==> src/rtl/unicorn_pkg.sv <==
`default_nettype none
// ============================================================================
//  Module   : unicorn_pkg
//  Purpose  : Shared definitions for the unicorn game. Cell codes are also
//             read by the seven-segment display engine.
//  Contents : cell codes, FSM state encoding, LFSR tap mask, cell mapping
//  Revision : 1.0 - initial release
// ============================================================================
package unicorn_pkg;

  // Two-bit cell codes carried in the obstacle map
  localparam logic [1:0] CELL_EMPTY  = 2'd0;
  localparam logic [1:0] CELL_GROUND = 2'd1;
  localparam logic [1:0] CELL_OVER   = 2'd2;

  // Game FSM state encoding
  localparam logic [1:0] IDLE = 2'd0;
  localparam logic [1:0] RUN  = 2'd1;
  localparam logic [1:0] DEAD = 2'd2;

  // Fibonacci taps at bits 15, 13, 12 and 10
  localparam logic [15:0] LFSR_TAPS = 16'hB400;

  // Random bits to cell code; code 3 is reserved and folds to empty
  function automatic logic [1:0] cell_from_rand(input logic [1:0] r);
    return (r == 2'd3) ? CELL_EMPTY : r;
  endfunction

endpackage
`default_nettype wire

==> src/rtl/bcd_counter8.sv <==
`default_nettype none
// ============================================================================
//  Module   : bcd_counter8
//  Purpose  : 8-digit packed BCD incrementer, saturating at 99999999.
//  Ports    : clk_i, rst_i   clock and synchronous active-high reset
//             clr_i          synchronous clear (highest priority)
//             ld_i/ld_val_i  synchronous load of a packed BCD value
//             en_i           increment by one
//             count_o        packed BCD count, digit 0 in [3:0]
//  Revision : 1.0 - initial release
// ============================================================================
module bcd_counter8 (
  input  logic        clk_i,
  input  logic        rst_i,
  input  logic        clr_i,
  input  logic        ld_i,
  input  logic [31:0] ld_val_i,
  input  logic        en_i,
  output logic [31:0] count_o
);

  logic [31:0] count_q;
  logic [31:0] count_d;
  logic [31:0] w_inc;
  logic        w_all_nine;

  // Ripple the carry digit by digit; a carry surviving past digit 7 means
  // every digit is 9, which is the saturation point.
  always_comb begin
    w_inc      = count_q;
    w_all_nine = 1'b1;
    for (int i = 0; i < 8; i++) begin
      if (w_all_nine) begin
        if (count_q[4*i +: 4] == 4'd9) begin
          w_inc[4*i +: 4] = 4'd0;
        end else begin
          w_inc[4*i +: 4] = count_q[4*i +: 4] + 4'd1;
          w_all_nine      = 1'b0;
        end
      end
    end
  end

  always_comb begin
    count_d = count_q;
    if (clr_i) begin
      count_d = '0;
    end else if (ld_i) begin
      count_d = ld_val_i;
    end else if (en_i && !w_all_nine) begin
      count_d = w_inc;
    end
  end

  always_ff @(posedge clk_i) begin
    if (rst_i) begin
      count_q <= '0;
    end else begin
      count_q <= count_d;
    end
  end

  assign count_o = count_q;

endmodule
`default_nettype wire

==> src/rtl/unicorn_game_engine.sv <==
`default_nettype none
// ============================================================================
//  Module   : unicorn_game_engine
//  Purpose  : Game logic feeding the seven-segment display: scrolling
//             obstacle map, jump state, start/dead status, BCD score and
//             the slow letter-scroll square wave.
//  Ports    : CLK100MHZ, reset       clock, synchronous active-high reset
//             btn_start, btn_jump    debounced button levels
//             map[15:0]              8 cells x 2 bits, cell 7 = unicorn
//             start, jump, dead      status flags
//             score[31:0]            8-digit packed BCD score
//             clk_div                square wave, toggles every SCROLL_DIV
//  Revision : 1.0 - initial release
// ============================================================================
module unicorn_game_engine
  import unicorn_pkg::*;
#(
  parameter int          TICK_DIV   = 25_000_000,
  parameter int          SCROLL_DIV = 12_500_000,
  parameter int          JUMP_TICKS = 2,
  parameter int          MIN_GAP    = 2,
  parameter logic [15:0] LFSR_SEED  = 16'hACE1
) (
  input  logic        CLK100MHZ,
  input  logic        reset,
  input  logic        btn_start,
  input  logic        btn_jump,
  output logic [15:0] map,
  output logic        start,
  output logic        jump,
  output logic        dead,
  output logic [31:0] score,
  output logic        clk_div
);

  localparam logic [31:0] c_TICK_LAST   = 32'(TICK_DIV - 1);
  localparam logic [31:0] c_SCROLL_LAST = 32'(SCROLL_DIV - 1);
  localparam logic [7:0]  c_JUMP_TICKS  = 8'(JUMP_TICKS);
  localparam logic [7:0]  c_MIN_GAP     = 8'(MIN_GAP);

  logic [1:0]  state_q, state_d;
  logic [2:0]  start_sync_q, jump_sync_q;
  logic [31:0] tick_cnt_q, div_cnt_q;
  logic        clk_div_q;
  logic [15:0] lfsr_q;
  logic [15:0] map_q, map_d;
  logic [7:0]  gap_q, gap_d;
  logic [7:0]  jcnt_q, jcnt_d;
  logic        jump_q, jump_d;

  logic        w_start_edge, w_jump_edge, w_tick, w_div_wrap;
  logic        w_collide, w_clear, w_in_gap;
  logic [1:0]  w_new_cell;

  // Bit 0 is the first synchroniser flop; edge taken between bits 1 and 2
  assign w_start_edge = start_sync_q[1] & ~start_sync_q[2];
  assign w_jump_edge  = jump_sync_q[1]  & ~jump_sync_q[2];
  assign w_tick       = (tick_cnt_q == c_TICK_LAST);
  assign w_div_wrap   = (div_cnt_q == c_SCROLL_LAST);

  assign w_collide = (state_q == RUN) &&
                     (((map_q[15:14] == CELL_GROUND) && !jump_q) ||
                      ((map_q[15:14] == CELL_OVER)   &&  jump_q));

  // IDLE holds the play state cleared; leaving DEAD clears it on the way out
  assign w_clear = (state_q == IDLE) || ((state_q == DEAD) && w_start_edge);

  assign w_in_gap   = (gap_q < c_MIN_GAP);
  assign w_new_cell = w_in_gap ? CELL_EMPTY : cell_from_rand(lfsr_q[2:1]);

  // ---------------- FSM: state register ----------------
  always_ff @(posedge CLK100MHZ) begin
    if (reset) begin
      state_q <= IDLE;
    end else begin
      state_q <= state_d;
    end
  end

  // ---------------- FSM: next state ----------------
  always_comb begin
    state_d = state_q;
    case (state_q)
      IDLE:    if (w_start_edge) state_d = RUN;
      RUN:     if (w_collide)    state_d = DEAD;
      DEAD:    if (w_start_edge) state_d = IDLE;
      default: state_d = IDLE;
    endcase
  end

  // ---------------- FSM: outputs ----------------
  always_comb begin
    start = 1'b0;
    dead  = 1'b0;
    case (state_q)
      RUN:     start = 1'b1;
      DEAD:    dead  = 1'b1;
      default: ;
    endcase
  end

  // ---------------- play-field next state ----------------
  always_comb begin
    map_d  = map_q;
    gap_d  = gap_q;
    jcnt_d = jcnt_q;
    jump_d = jump_q;
    if (w_clear) begin
      map_d  = '0;
      gap_d  = '0;
      jcnt_d = '0;
      jump_d = 1'b0;
    end else if (state_q == RUN) begin
      if (w_tick) begin
        map_d = {map_q[13:0], w_new_cell};
        if (w_in_gap) begin
          gap_d = gap_q + 8'd1;
        end else if (w_new_cell != CELL_EMPTY) begin
          gap_d = '0;
        end
      end
      // A fresh jump load takes priority over a coincident tick decrement
      if (w_jump_edge && (jcnt_q == 8'd0)) begin
        jcnt_d = c_JUMP_TICKS;
        jump_d = 1'b1;
      end else if (w_tick && (jcnt_q != 8'd0)) begin
        jcnt_d = jcnt_q - 8'd1;
        if (jcnt_q == 8'd1) jump_d = 1'b0;
      end
    end
  end

  always_ff @(posedge CLK100MHZ) begin
    if (reset) begin
      start_sync_q <= '0;
      jump_sync_q  <= '0;
      tick_cnt_q   <= '0;
      div_cnt_q    <= '0;
      clk_div_q    <= 1'b0;
      lfsr_q       <= LFSR_SEED;
      map_q        <= '0;
      gap_q        <= '0;
      jcnt_q       <= '0;
      jump_q       <= 1'b0;
    end else begin
      start_sync_q <= {start_sync_q[1:0], btn_start};
      jump_sync_q  <= {jump_sync_q[1:0], btn_jump};
      tick_cnt_q   <= w_tick ? '0 : tick_cnt_q + 32'd1;
      if (w_div_wrap) begin
        div_cnt_q <= '0;
        clk_div_q <= ~clk_div_q;
      end else begin
        div_cnt_q <= div_cnt_q + 32'd1;
      end
      if (w_tick) lfsr_q <= {lfsr_q[14:0], ^(lfsr_q & LFSR_TAPS)};
      map_q  <= map_d;
      gap_q  <= gap_d;
      jcnt_q <= jcnt_d;
      jump_q <= jump_d;
    end
  end

  bcd_counter8 u_score (
    .clk_i    (CLK100MHZ),
    .rst_i    (reset),
    .clr_i    (w_clear),
    .ld_i     (1'b0),
    .ld_val_i (32'd0),
    .en_i     ((state_q == RUN) && w_tick),
    .count_o  (score)
  );

  assign map     = map_q;
  assign jump    = jump_q;
  assign clk_div = clk_div_q;

endmodule
`default_nettype wire

==> config.mk <==
export PLATFORM = sky130hd
export DESIGN_NAME = unicorn_game_engine
export DESIGN_NICKNAME = d
export VERILOG_FILES = /design/src/rtl/unicorn_pkg.sv /design/src/rtl/bcd_counter8.sv /design/src/rtl/unicorn_game_engine.sv
export SDC_FILE = /design/constraint.sdc
export NUM_CORES = 1
export LEC_CHECK = 0
export CAP_MARGIN = 10
export CORE_MARGIN = 2
export CORE_UTILIZATION = 58
export DETAILED_ROUTE_END_ITERATION = 10
export GPL_ROUTABILITY_DRIVEN = 0
export GPL_TIMING_DRIVEN = 0
export PLACE_DENSITY = 0.84
export SLEW_MARGIN = 10
export SYNTH_ARGS = -nofsm -noshare
export SYNTH_HDL_FRONTEND = slang
export SYNTH_HIERARCHICAL = 1
export SYNTH_SLANG_ARGS = --single-unit
==> constraint.sdc <==
create_clock -name CLK100MHZ -period 3.3 [get_ports CLK100MHZ]
set_input_delay 0.33 -clock CLK100MHZ [delete_from_list [all_inputs] [get_ports CLK100MHZ]]
set_output_delay 0.33 -clock CLK100MHZ [all_outputs]
set_load 0.02 [all_outputs]
Word-level counts from Yosys, hierarchy flattened
Index checks and enable logic that the tools add are counted.
{"block": "op_classes", "addsub": 12, "magnitude_cmp": 1, "n_eq_ne": 19, "n_mux": 38, "bitwise_logic": 5, "n_reduce_logical": 35}
{"operator": "adder 32 x 1 -> 32 bit, second input constant", "n": 2}
{"operator": "adder 4 x 1 -> 4 bit, second input constant", "n": 8}
{"operator": "== test 32 x 24 -> 1 bit, second input constant", "n": 1}
{"operator": "== test 32 x 25 -> 1 bit, second input constant", "n": 1}
{"operator": "== test 4 bit, second input constant", "n": 8}
{"operator": "two-way mux 4 bit", "n": 8}
{"operator": "two-way mux 8 bit", "n": 4}
{"operator": "two-way mux 1 bit", "n": 20}
{"operator": "AND reduction 2 bit", "n": 9}
{"operator": "parity 16 bit", "n": 1}
{"operator": "two-way mux 2 bit", "n": 5}
{"operator": "AND reduction 3 bit", "n": 3}
{"operator": "adder 8 x 1 -> 8 bit, second input constant", "n": 1}
{"operator": "== test 8 x 1 -> 1 bit, second input constant", "n": 1}
{"operator": "logical AND 1 bit", "n": 8}
{"operator": "logical NOT 8 bit", "n": 1}
{"operator": "less-than comparator 8 x 2 -> 1 bit, second input constant", "n": 1}
{"operator": "nonzero test 2 bit", "n": 4}
{"operator": "nonzero test 8 bit", "n": 1}
{"operator": "subtractor 8 x 1 -> 8 bit, second input constant", "n": 1}
{"operator": "== test 2 bit, second input constant", "n": 3}
{"operator": "!= test 2 bit, second input constant", "n": 3}
{"operator": "case mux 2 bit (3 select lines)", "n": 1}
{"operator": "OR reduction 2 bit", "n": 3}
{"operator": "other kinds (6)", "n": 12}
{"block": "totals", "ff_bits": 154, "in_bits": 4, "elab_cells": 129}

Logic depth before layout (Yosys ltp)
{"block": "logic_depth", "depth_word": 12, "mapped_depth": 10}

By module
The synthesis kept the hierarchy.
{"mod": "unicorn_game_engine", "instances": 1, "cells_each": 604, "area_per_inst_um2": 5228.8, "seq_area_each_um2": 2442.3}
{"mod": "bcd_counter8", "instances": 1, "cells_each": 258, "area_per_inst_um2": 2067.0, "seq_area_each_um2": 640.6}

Least setup slack after synthesis
OpenSTA, ideal clock, no wires.
{"block": "synth_timing", "kind": "register -> register", "from": "reg tick_cnt_q[0]", "to": "reg u_score.count_q[30], in the netlist u_score/count_o[30]", "t_arrival_ps": 2506, "slack_ps": 729, "stages_incl_launch_ff": 11, "n_path_buf": 2, "period_less_slack_ps": 2571, "cell_sequence": "dfxtp_1 ha_1 nand2_1 or3_4 nor4_1 buf_4 nand4_4 buf_6 nor4_1 mux2_2 nor2_1"}
{"block": "synth_via", "elab_chain_cells": 4}
{"item": "start, declared", "line": "unicorn_game_engine.sv:43", "rtl": "logic [31:0] tick_cnt_q, div_cnt_q;"}
{"item": "start signal, assigned", "line": "unicorn_game_engine.sv:148", "rtl": "tick_cnt_q <= w_tick ? '0 : tick_cnt_q + 32'd1;"}
{"item": "== test 32 x 25 -> 1 bit", "line": "unicorn_game_engine.sv:58", "rtl": "assign w_tick = (tick_cnt_q == c_TICK_LAST);"}
{"item": "logical AND 1 bit", "line": "unicorn_game_engine.sv:169", "rtl": ".en_i ((state_q == RUN) && w_tick),"}
{"item": "logical AND 1 bit", "line": "bcd_counter8.sv:50", "rtl": "end else if (en_i && !w_all_nine) begin"}
{"item": "AND reduction 2 bit (no source line)"}
{"item": "end signal, assigned", "line": "bcd_counter8.sv:59", "rtl": "count_q <= count_d;"}
{"item": "end, declared", "line": "bcd_counter8.sv:22", "rtl": "logic [31:0] count_q;"}
No other way between the ends.
A chain may end at the register's enable or synchronous reset.

Final worst setup path
Ends and elaborated chain as after synthesis.

==> results.toml <==
[detailed_routing]
drt_first_iter_violations = 416
total_vias_in_the_final_route = 6587
antenna_violating_nets_left = 0
remaining_drc_errors = 0
drt_pre_antenna_iters = 7
post_drt_via_cell_ratio = 5.72
route.final.wire_length_um = 16500
post_drt_wl_per_cell_um = 14.4

[timing]
finClkSkew_ns = 0.00701
period_utilisation_layout_pct = 88.4
relative_slew_slack_pct = 36.3
fmax_ghz = 0.343
grt_setup_unrepaired = "no"
report.final.setup_viol = 0
totalNegativeSetupSlack_ns = 0
timing_hold_violations_final = 0
worst_hold_slack_ns = 0.445
maxSlewViolCount = 0
min_period_ns = 2.92
worstMarginPinSlew_ns = 0.947

[worst_setup_path]
critical_path.reg2reg.startpoint = "tick_cnt_q[0]"
cell_breakdown_of_the_critical_path = "ha_1, nand2_1, or3_4, nor4_2, buf_4, nand4_4, buf_6, nor4_1, mux2_2, nor2_1"
data_arrival_time_of_the_critical_path_ns = 3.28
max_stage_delay_ns = 0.41
crit_path_start_kind = "flip-flop"
worstPathMaxFanout = 10
worst_ep_required_time_ns = 3.66
end_kind = "flip-flop"
cp_slowest_cell = "or3_4"
ff2ff_setup_slack_ns = 0.38
worstRegToRegCells = 10
critPathKind = "reg -> reg"
timing.rr.end = "u_score/count_o[30]"

[hold_path]
hold_path.startpoint = "start_sync_q[0]"
worst_hold_path_type = "reg -> reg"
whs_endpoint = "start_sync_q[1]"
min_delay_path_depth = 1

[cells_and_area]
layout.cell_area.non_filler_um2 = 8790
most-common-layout-cells = "154 x dfxtp_1, 113 x nor2_1, 76 x nand2_1"
flow.area_growth_from_synthesis_pct = 20.5
fraction_of_final_layout_cells_with_drive_strength_greater_than_1_pct = 6.82
layout.nets = 980
antenna-diode-count = 0
mostFrequentLayoutCell = "dfxtp_1"

[job]
max_cap_viol_count = 0

[clocking]
htreeDepth = 4
postCtsHoldBufs = 0
clockRootBuffer = "clkbuf_16"
cts_tree = "yes"
max-clock-path-buffers = 2
cts_setup_buffers = 0
worst_setup_hold_path_clk_slew_ns = 0.06
cts_buffers = 17
postCtsResizedCells = 0
cts_sinks = 154
clock_insertion_delay_at_the_later_pin_of_the_skew_report_ns = 0.42

[floorplanning]
ioPinCount = 56
floorplan.die.width_um = 116
initial_core_util_pct = 60.0
design.die.area_um2 = 13500
core_region_area_um2 = 12200
num_rows = 40
die-height_um = 116

[synth]
syn_inst = 862
post_synth_main_area_contributors = "dfxtp_1 42%, xnor2_1 5.9%, nor2_1 5.8%"
synth-warning-count = 6
syn-cell-area_um2 = 7300
synth.lib_cells_used.distinct = 61
synthFlopType = "dfxtp_1"
synth.ff_latch_count = 154
seq_area_frac_synth_pct = 42.3
synth-edff-count = 0
synth_async_sr_flop_share_pct = 0
synthesis.area_per_instance_um2 = 8.46
yosys.area.top_type = "dfxtp_1"
synth_top_area_share_pct = 42.3

[grt]
grt_pass1_vias = 5963
globalRouteOverflowTotal = 0
grt_pass1_wl_um = 27700
grt.busiest_layer = "met2"
pin_count_of_the_biggest_net_entering_global_routing = 17
grtUsageMet2_pct = 41.4
grt_antenna_before_repair = 0
grt_util_met3_pct = 5.29
grt.met1_usage_pct = 34.1
grt_use_total_pct = 25.6

[place]
dpl_cell_area_um2 = 8180
portBuffers = 55
place_hpwl_um = 11100

[power]
switching_share_pct = 22.0
power.combinational.fraction_pct = 3.0
static-leakage-power_nw = 2.85
peakVddDrop_v = 0.000362
clkPwrFrac_pct = 49.5
p_int_w = 0.00311
p_seq_share_pct = 47.4
power_density_nw_per_um2 = 453
switching_power_of_the_nets_w = 0.000876

[status]
status = "complete, no violations"
-- power groups by stage --
stage	clock (W)	combinational [W]	sequential, W
final	0.00197	0.000121	0.00189
after global routing	0.00208	0.000136	0.00189
after CTS	0.00199	0.000113	0.00189
after detailed placement	0	0.000112	0.00193
after global placement	0	0.000110	0.00193
after floorplan	0	0.0000719	0.00193
-- worst max path at each step --
stage | start | to | slack (ns)
floorplan | tick_cnt_q[0] | u_score/count_o[30] | 0.73
global placement | tick_cnt_q[0] | u_score/count_o[30] | 0.23
detailed placement | tick_cnt_q[0] | u_score/count_o[30] | 0.21
CTS | tick_cnt_q[0] | u_score/count_o[30] | 0.20
global route | tick_cnt_q[16] | u_score/count_o[30] | 0.13
finish | tick_cnt_q[0] | u_score/count_o[30] | 0.38
-- layer usage --
layer  vias to the layer above  part of all wire [%]  routed length, um
met5                         -                     0                  0
met4                         0                   1.6                264
met3                        32                   5.6                930
met2                       212                    47               7800
met1                      3100                    46               7540
li1                       3243                     -                  -
-- final cells by class --
type	instances	area (um^2)
plain buffers	40	174
clock buffers	18	429
clock inverters	14	173
fillers	922	3370
inverters	26	97.6
multi-input cells	675	4070
flip-flops and latches	154	3080
well taps	168	210
repair buffers	56	556
-- sequential cells by signal, summed over array words and instances, names as in the netlist --
| signal | flops |
|---|---|
| state_q | 2 |
| jump_sync_q | 3 |
| jump | 1 |
| map | 16 |
| jcnt_q | 8 |
| gap_q | 8 |
| lfsr_q | 16 |
| start_sync_q | 3 |
| tick_cnt_q | 32 |
| div_cnt_q | 32 |
| clk_div | 1 |
| u_score/count_o | 32 |
-- worst max-delay path, delay by kind of cell (launching register included) --
| kind | cells | cell delay (ns) |
|---|---|---|
| and+or+nand+nor | 6 | 1.41 |
| buffers and inverters | 2 | 0.44 |
| DFF | 1 | 0.39 |
| muxes | 1 | 0.36 |
| adders and majority gates | 1 | 0.23 |
-- cell families after synthesis --
family / share of synthesized area (%)
muxes: 3.04
DFF: 42.3
xor gates and xnor gates: 9.00
adders and majority gates: 1.03
and+or+nand+nor: 29.6
AOI/OAI and AO/OA: 11.3
buffers and inverters: 3.72
other: 0.0514
-- synthesized netlist by cell type, types with 22 or more instances --
cell and number:
nor3_1 26, xnor2_1 49, o21ai_0 37, nand4_1 22, nor4_1 27, xor2_1 26
inv_1 26, nand2_1 76, dfxtp_1 154, nor2_1 113, clkbuf_1 29, nand3_1 48
a21oi_1 49
-- per-stage QoR --
step                total power [W]  worst slack [ns]  utilization (%)  cells
floorplan                   0.00201             0.729                -    895
global placement            0.00204             0.226             67.3   1118
detailed placement          0.00204             0.215             67.3   1118
CTS                         0.00400             0.196             72.2   1150
global route                0.00411             0.130             72.3   1151
finish                      0.00398             0.382             72.3   1151
Note: power is estimated with default switching activity, not from simulation.
